--- src/rtl/ifu_pkg.sv ---
// Shared defaults and the response-entry layout for the instruction-fetch responder.
package ifu_pkg;

  localparam int          IFU_ADDR_W    = 32;
  localparam int          IFU_MEM_AW    = 12;
  localparam logic [31:0] IFU_NOP_INSTR = 32'h0000_0013;

  typedef struct packed {
    logic [31:0]           instr;
    logic [IFU_ADDR_W-1:0] addr;
    logic                  err;
  } ifu_rsp_t;

endpackage

--- src/rtl/ifetch_rsp_fifo.sv ---
// Two-entry response FIFO with a synchronous clear; clear beats push and pop.
module ifetch_rsp_fifo
  import ifu_pkg::*;
#(
  parameter int W = 65
) (
  input  logic         clk,
  input  logic         rst,
  input  logic         clr,
  input  logic         push,
  input  logic [W-1:0] wdata,
  input  logic         pop,
  output logic [W-1:0] rdata,
  output logic [1:0]   count
);

  logic [W-1:0] ent_q [2];
  logic [W-1:0] ent_d [2];
  logic         wr_ptr_q, wr_ptr_d;
  logic         rd_ptr_q, rd_ptr_d;
  logic [1:0]   count_q, count_d;
  logic         do_push, do_pop;

  always_comb begin
    ent_d    = ent_q;
    wr_ptr_d = wr_ptr_q;
    rd_ptr_d = rd_ptr_q;
    count_d  = count_q;
    do_pop   = pop & (count_q != 2'd0);
    do_push  = push & ((count_q != 2'd2) | do_pop);
    if (clr) begin
      wr_ptr_d = 1'b0;
      rd_ptr_d = 1'b0;
      count_d  = 2'd0;
    end else begin
      if (do_push) begin
        ent_d[wr_ptr_q] = wdata;
        wr_ptr_d        = ~wr_ptr_q;
      end
      if (do_pop) begin
        rd_ptr_d = ~rd_ptr_q;
      end
      case ({do_push, do_pop})
        2'b10:   count_d = count_q + 2'd1;
        2'b01:   count_d = count_q - 2'd1;
        default: count_d = count_q;
      endcase
    end
  end

  always_ff @(posedge clk or posedge rst) begin
    if (rst) begin
      ent_q[0] <= '0;
      ent_q[1] <= '0;
      wr_ptr_q <= 1'b0;
      rd_ptr_q <= 1'b0;
      count_q  <= 2'd0;
    end else begin
      ent_q[0] <= ent_d[0];
      ent_q[1] <= ent_d[1];
      wr_ptr_q <= wr_ptr_d;
      rd_ptr_q <= rd_ptr_d;
      count_q  <= count_d;
    end
  end

  assign rdata = ent_q[rd_ptr_q];
  assign count = count_q;

endmodule

--- src/rtl/ifetch_responder.sv ---
// Instruction-fetch responder: accept a PC, read the ITCM, return words in order
// through a two-entry FIFO; a flush drops everything outstanding.
module ifetch_responder
  import ifu_pkg::*;
#(
  parameter int          ADDR_W    = IFU_ADDR_W,
  parameter int          MEM_AW    = IFU_MEM_AW,
  parameter logic [31:0] NOP_INSTR = IFU_NOP_INSTR
) (
  input  logic              clk,
  input  logic              rst,
  input  logic              req_vld,
  input  logic [ADDR_W-1:0] req_addr,
  output logic              req_rdy,
  input  logic              flush,
  output logic              rsp_vld,
  output logic [31:0]       rsp_instr,
  output logic [ADDR_W-1:0] rsp_addr,
  output logic              rsp_err,
  input  logic              rsp_rdy,
  output logic              mem_en,
  output logic [MEM_AW-1:0] mem_addr,
  input  logic [31:0]       mem_rdata
);

  localparam int EW = 32 + ADDR_W + 1;

  logic              pend_q, pend_d;
  logic [ADDR_W-1:0] pend_addr_q, pend_addr_d;
  logic              pend_err_q, pend_err_d;
  logic              req_err, accept, do_pop, push;
  logic [1:0]        count;
  logic [2:0]        occ;
  logic [EW-1:0]     fifo_wdata, fifo_rdata;

  // S0: error check, credit and SRAM launch
  always_comb begin
    req_err  = (|req_addr[1:0]) | (|req_addr[ADDR_W-1:MEM_AW+2]);
    do_pop   = rsp_rdy & (count != 2'd0);
    // Counting this cycle's pop keeps one request per cycle flowing while the consumer is ready.
    occ      = {1'b0, count} + {2'b00, pend_q} - {2'b00, do_pop};
    req_rdy  = ~rst & ~flush & (occ < 3'd2);
    accept   = req_vld & req_rdy;
    mem_en   = accept & ~req_err;
    mem_addr = req_addr[MEM_AW+1:2];

    pend_d      = accept & ~flush;
    pend_addr_d = accept ? req_addr : pend_addr_q;
    pend_err_d  = accept ? req_err  : pend_err_q;
  end

  always_ff @(posedge clk or posedge rst) begin
    if (rst) begin
      pend_q      <= 1'b0;
      pend_addr_q <= '0;
      pend_err_q  <= 1'b0;
    end else begin
      pend_q      <= pend_d;
      pend_addr_q <= pend_addr_d;
      pend_err_q  <= pend_err_d;
    end
  end

  // S1: capture the SRAM word (or NOP for a faulting fetch) into the FIFO
  always_comb begin
    push       = pend_q & ~flush;
    fifo_wdata = {(pend_err_q ? NOP_INSTR : mem_rdata), pend_addr_q, pend_err_q};
  end

  ifetch_rsp_fifo #(
    .W (EW)
  ) u_fifo (
    .clk   (clk),
    .rst   (rst),
    .clr   (flush),
    .push  (push),
    .wdata (fifo_wdata),
    .pop   (do_pop),
    .rdata (fifo_rdata),
    .count (count)
  );

  assign rsp_vld   = (count != 2'd0);
  assign rsp_instr = fifo_rdata[EW-1 -: 32];
  assign rsp_addr  = fifo_rdata[ADDR_W:1];
  assign rsp_err   = fifo_rdata[0];

endmodule

--- config.mk ---
export PLATFORM = sky130hd
export DESIGN_NAME = ifetch_responder
export DESIGN_NICKNAME = d
export VERILOG_FILES = /design/src/rtl/ifu_pkg.sv /design/src/rtl/ifetch_rsp_fifo.sv /design/src/rtl/ifetch_responder.sv
export SDC_FILE = /design/constraint.sdc
export NUM_CORES = 1
export LEC_CHECK = 0
export ABC_AREA = 1
export CAP_MARGIN = 20
export CORE_MARGIN = 3
export CORE_UTILIZATION = 45
export CTS_CLUSTER_DIAMETER = 150
export DETAILED_ROUTE_END_ITERATION = 7
export GPL_TIMING_DRIVEN = 0
export PLACE_DENSITY = 0.79
export SLEW_MARGIN = 0
export SYNTH_ARGS = -nofsm -noshare
export SYNTH_HDL_FRONTEND = slang
export SYNTH_HIERARCHICAL = 1
export SYNTH_SLANG_ARGS = --single-unit
export TNS_END_PERCENT = 1
--- constraint.sdc ---
create_clock -name clk -period 9.4 [get_ports clk]
set_input_delay 1.88 -clock clk [delete_from_list [all_inputs] [get_ports clk]]
set_output_delay 1.88 -clock clk [all_outputs]
set_load 0.01 [all_outputs]
==> reports/summary.txt, run 1 <==
Vias: 6,759
Worst skew pair latency: 0.42 ns
Gr ovfl total: 0
Total GRT Usage: 21.6%
Yosys cell types: 25
Skew final: 0.00568 ns
Syn avg cell area: 8.17 um^2
Row count: 48
DRC violations left: 0
DRT iter0 DRCs: 524
Clock Power Share: 29.8%
WL/cell: 14.8 um
Clock root buffer master: clkbuf_16
Combinational share of power: 29.6%
Seq pwr share: 40.7%
Hold path endpoint: pend_addr_q[22]
Worst slew margin: 43.5%
Largest net degree at the start of global routing: 102
Clk sinks: 168
CP Cell Sequence: clkdlybuf4s50_1 > o21a_1 > ha_1 > or2_2 > fa_1 > nor3b_2 > nand3_1 > buf_2 > nor2_1 > clkdlybuf4s50_1
Most frequent cells in the layout: 434 x nand2_1, 168 x dfrtp_1, 148 x clkdlybuf4s50_1
Die width: 139 um
Hold WC Path Type: reg -> reg
First-pass GRT wire length: 33.6 mm
P_sw: 717 uW
Setup CP Type: in -> out
Share of the clock period used by the worst path: 72.1%
P_leak: 5.26 nW
DIE AREA: 19,400 um^2
Hold-fix buffers at CTS: 0
Total CTS buffers: 17
Final setup vio count: 0
Core Area: 17,400 um^2
Reg2reg end: pend_err_q
Tmin final: 6.77 ns
R2R Path Start: u_fifo/count[1]
CP Max Fanout: 10
Net Sw Frac: 30.5%
Fin. Hold Viols: 0
Slowest cell on crit path: clkdlybuf4s50_1
Register area share after synthesis: 52.6%
Antenna cells: 0
Reg2Reg Setup Slack: 6.46 ns
Clk buf depth: 2
Initial antenna violation count: 0
Most common cell after layout, fill and taps aside: nand2_1
WL final: 20.5 mm
CP Capture Type: output pin
TNS Setup: 0 ns
Number of port buffers: 148
Filler instances: 1,560
VDD IR-drop max: 0.153 mV
Post-DP HPWL: 14.2 mm
FF-to-FF path depth: 10
Max stage delay on crit path: 0.55 ns
Status: finished clean
Mapped cell area: 7990 um^2
CTS tree: built
H-tree levels: 4
PwrDens: 226 nW/um^2
YS warnings: 6
Final Wtd Congestion: 0.815
ANT nets after route: 0
Pins Over Slew Limit: 0
Power, Total: 2.35 mW
Max-cap viol count: 0
Final net count: 1,219
DR vias/cell: 4.88
Layout cell share with drive strength beyond 1: 12.9%
Die height: 139 um
Flops & latches, synth: 168
Postcts setup bufs: 0
Clk slew on worst S/H paths: 0.06 ns
Starting Density: 46.1%
Area growth from synthesis to layout: 30.4%
WP data arrival: 4.89 ns
Worst Tran Pin Value: 0.847 ns
Mapped Cells: 979
IO Count: 149
Startpoint Class: input pin
Drt pass-1 iters: 5
Max frequency: 148 MHz
Syn nets: 1,050
P_int: 1.63 mW
CP dominant cell by count: clkdlybuf4s50_1
Post-cts repair resize count: 0
RSZ-0062 raised after global routing: no
Required @ worst endpoint: 7.52 ns
Min-delay src: pend_addr_q[22]
Vias in the first global route: 6,604
Worst Hold Depth: 2
-- per-layer routing --
| layer | global-route usage, % | part of all wire, % |
|---|---|---|
| met1 | 28.7 | 43 |
| met2 | 36.0 | 49 |
| met3 | 4.50 | 6.4 |
| met4 | 6.59 | 1.7 |
| met5 | 0 | 0 |
-- worst max path at each step --
stage	start	to	slack (ns)	depth (start not counted)
final	rsp_rdy	mem_en	2.63	10
after CTS	rsp_rdy	mem_en	2.60	10
after floorplan	rsp_rdy	mem_en	3.81	8
after global placement	rst	u_fifo/ent_q[39]	2.12	2
after detailed placement	rsp_rdy	mem_en	2.62	10
after global routing	rsp_rdy	mem_en	2.42	10
-- worst max-delay path: cells and delay by family --
family          cells  cell delay [ns]
compound gates      1             0.21
fa+ha+maj           2             0.72
buf+inv             3             1.27
simple gates        4             0.80
-- Yosys cell counts --
library cell | n | area [um^2]
clkbuf_1 | 14 | 52.6
nand3_4 | 2 | 35.0
nand2_1 | 434 | 1630
xnor2_1 | 1 | 8.76
o21ai_1 | 39 | 195
dfrtp_1 | 168 | 4200
inv_2 | 2 | 7.51
nand4_4 | 1 | 21.3
o21ai_0 | 35 | 175
nand3_1 | 7 | 35.0
nor2_1 | 44 | 165
buf_4 | 14 | 105
clkbuf_2 | 1 | 5.00
inv_1 | 109 | 409
or2_2 | 5 | 31.3
o21ai_2 | 61 | 534
o21a_1 | 1 | 7.51
nand4_1 | 2 | 12.5
fa_1 | 1 | 20.0
ha_1 | 1 | 12.5
a21oi_1 | 1 | 5.00
buf_6 | 23 | 259
buf_1 | 7 | 26.3
nor3b_2 | 1 | 12.5
buf_2 | 5 | 25.0
-- sequential cells by signal, indices dropped and copies added, names as in the netlist --
name and flops:
u_fifo/ent_q 130, pend_addr_q 32, u_fifo/count 2, pend_err_q 1, pend_q 1, u_fifo/rd_ptr_q 1
u_fifo/wr_ptr_q 1
-- cells by family after synthesis --
logic type	count (synthesis)	synth area share, %
flip-flops	168	52.6
buffers and inverters	175	11.1
AND/OR/NAND/NOR	496	24.3
adder cells (fa/ha/maj)	2	0.407
XOR/XNOR	1	0.110
AO/OA/AOI/OAI	137	11.5
-- metrics by stage --
stage	cells	utilization (%)	instance area (um^2)	hold WS (ns)	worst slack, ns
floorplan	979	-	7990	0.449	3.81
global placement	1352	56.2	9760	0.461	2.12
detailed placement	1354	56.6	9820	0.465	2.62
CTS	1386	60.1	10400	0.482	2.60
global route	1386	60.1	10400	0.496	2.42
finish	1386	60.1	10400	0.479	2.63
-- area by class of cell --
type	count	area (um^2)	share of cell area (%)
buffer	64	473	4.54
clock buffer	26	549	5.27
clock inverter	6	58.8	0.564
inverter	111	422	4.04
multi-input combinational	636	2900	27.8
sequential	168	4200	40.3
tap	225	282	2.70
timing repair buffer	150	1540	14.7
-- power groups by stage --
stage | logic (mW) | registers [mW] | clock network [mW]
floorplan | 0.380 | 0.945 | 0
global placement | 0.683 | 0.960 | 0
detailed placement | 0.698 | 0.965 | 0
CTS | 0.704 | 0.955 | 0.712
global route | 0.777 | 0.975 | 0.742
finish | 0.696 | 0.956 | 0.700
Power figures use the tool's default switching activity.
==> run 2: changes to the inputs <==
--- a/config.mk
+++ b/config.mk
@@ -12,7 +12,7 @@
 export CTS_CLUSTER_DIAMETER = 150
 export DETAILED_ROUTE_END_ITERATION = 7
 export GPL_TIMING_DRIVEN = 0
-export PLACE_DENSITY = 0.79
+export PLACE_DENSITY = 0.82
 export SLEW_MARGIN = 0
 export SYNTH_ARGS = -nofsm -noshare
 export SYNTH_HDL_FRONTEND = slang
==> constraint.sdc (replaced) <==
create_clock -name clk -period 6.1 [get_ports clk]
set_input_delay 1.22 -clock clk [delete_from_list [all_inputs] [get_ports clk]]
set_output_delay 1.22 -clock clk [all_outputs]
set_load 0.01 [all_outputs]
==> reports/summary.txt, run 2 (same netlist as run 1, synthesis figures left out) <==
Clk sinks: 168
Max-cap viol count: 0
Worst Tran Pin Value: 0.820 ns
First-pass GRT wire length: 33.9 mm
Antenna cells: 0
Core Area: 17,400 um^2
Number of port buffers: 148
P_leak: 5.21 nW
Tmin final: 5.47 ns
Layout cell share with drive strength beyond 1: 12.3%
Initial antenna violation count: 0
Finished Core Util: 59.5%
Clk buf depth: 2
DRC violations left: 0
RSZ-0062 raised after global routing: no
Startpoint Class: input pin
Max frequency: 183 MHz
Drt pass-1 iters: 7
H-tree levels: 4
Power, Total: 3.50 mW
Hold path endpoint: pend_addr_q[28]
WP data arrival: 4.25 ns
Worst Hold Depth: 2
WL/cell: 14.9 um
Biggest register: u_fifo/ent_q
WL final: 20.6 mm
Most common cell after layout, fill and taps aside: nand2_1
PwrDens: 338 nW/um^2
R2R Path Start: u_fifo/count[1]
Hold-fix buffers at CTS: 0
Flip-flop count of the largest register after layout: 130
Min-delay src: pend_addr_q[28]
DIE AREA: 19,400 um^2
Required @ worst endpoint: 4.88 ns
Worst slew margin: 45.3%
Row count: 48
Area growth from synthesis to layout: 29.3%
Share of the clock period used by the worst path: 89.7%
Clk slew on worst S/H paths: 0.06 ns
DRT iter0 DRCs: 583
Multi-input logic area: 2900 um^2
Final setup vio count: 0
Reg2reg end: pend_err_q
Hold WC Path Type: reg -> reg
Die width: 139 um
Postcts setup bufs: 0
Die height: 139 um
Worst skew pair latency: 0.42 ns
VDD IR-drop max: 0.230 mV
IO Count: 149
Total CTS buffers: 17
Total GRT Usage: 21.7%
Reg2Reg Setup Slack: 3.17 ns
Clock root buffer master: clkbuf_16
Post-DP HPWL: 14.3 mm
CP Capture Type: output pin
Gr ovfl total: 0
Vias in the first global route: 6,585
CTS tree: built
Vias: 6,791
CP Max Fanout: 10
Final net count: 1,219
Post-cts repair resize count: 0
Final Wtd Congestion: 0.811
Setup CP Type: in -> out
Skew final: 0.00893 ns
Most frequent cells in the layout: 434 x nand2_1, 168 x dfrtp_1, 148 x clkdlybuf4s50_1
Register area: 4200 um^2
Largest net degree at the start of global routing: 72
FF-to-FF path depth: 10
Filler instances: 1,512
Pins Over Slew Limit: 0
Fin. Hold Viols: 0
DR vias/cell: 4.91
ANT nets after route: 0
Starting Density: 46.1%
Status: finished clean
-- run 2: changes by cell type in the layout (fill, tap and decap cells not counted) --
cell,before,now
clkbuf_8,9,4
clkbuf_1,14,18
bufinv_16,1,0
clkinv_4,1,0
-- run 2: cell type report --
class,instances,share of cell area [%]
sequential,168,40.7
multi-input combinational,636,28.1
timing repair buffer,150,14.9
clock buffer,25,4.80
buffer,64,4.58
inverter,111,4.08
tap,225,2.72
clock inverter,4,0.194
-- run 2: how the worst max path moves through the flow --
stage               startpoint                to  slack (ns)
finish                 rsp_rdy            mem_en        0.63
global route           rsp_rdy            mem_en        0.42
CTS                    rsp_rdy            mem_en        0.58
detailed placement     rsp_rdy            mem_en        0.60
global placement           rst  u_fifo/ent_q[70]       -0.48
floorplan                  rst   u_fifo/count[0]        1.30
-- run 2: stage by stage --
| step | setup slack [ns] | instance area [um^2] | instances | TNS, ns | hold WS, ns |
|---|---|---|---|---|---|
| 2_1_floorplan | 1.30 | 7990 | 979 | 0 | 0.449 |
| 3_3_place_gp | -0.476 | 9760 | 1352 | -63.11 | 0.461 |
| 3_5_place_dp | 0.595 | 9820 | 1354 | 0 | 0.465 |
| 4_1_cts | 0.585 | 10300 | 1383 | 0 | 0.481 |
| 5_1_grt | 0.422 | 10300 | 1383 | 0 | 0.491 |
| 6_report | 0.630 | 10300 | 1383 | 0 | 0.478 |
-- run 2: power breakdown --
group / switching [mW] / internal (mW) / leakage (nW)
sequential: 0.130 / 1.35 / 2.23
clock: 0.394 / 0.554 / 0.259
combinational: 0.558 / 0.515 / 2.72
total: 1.08 / 2.42 / 5.21
-- run 2: per-layer routing --
layer,vias up,global-route usage (%),wire length (um)
met1,3240,29.1,8740
met4,0,5.61,278
met5,-,0,0
met3,22,4.91,1480
li1,3295,-,-
met2,234,35.8,10100
-- run 2: worst max-delay path, stage by stage --
cell	delay, ns
clkdlybuf4s50_1	0.46
o21a_1	0.23
ha_1	0.26
or2_2	0.30
fa_1	0.47
nor3b_2	0.18
nand3_1	0.19
buf_2	0.25
nor2_1	0.14
clkdlybuf4s50_1	0.54
==> run 3: changes to the inputs <==
--- a/config.mk
+++ b/config.mk
@@ -11,6 +11,7 @@
 export CORE_UTILIZATION = 45
 export CTS_CLUSTER_DIAMETER = 150
 export DETAILED_ROUTE_END_ITERATION = 7
+export GPL_ROUTABILITY_DRIVEN = 0
 export GPL_TIMING_DRIVEN = 0
 export PLACE_DENSITY = 0.82
 export SLEW_MARGIN = 0
==> constraint.sdc (replaced) <==
create_clock -name clk -period 6.1 [get_ports clk]
set_input_delay 0.61 -clock clk [delete_from_list [all_inputs] [get_ports clk]]
set_output_delay 0.61 -clock clk [all_outputs]
set_load 0.01 [all_outputs]
==> results of run 3 <==
Same layout as run 2 (identical final DEF). Status: finished clean.
Among the figures that moved: setup slack after placement 0.595 ns -> 1.82 ns; setup slack after layout 0.630 ns -> 1.85 ns
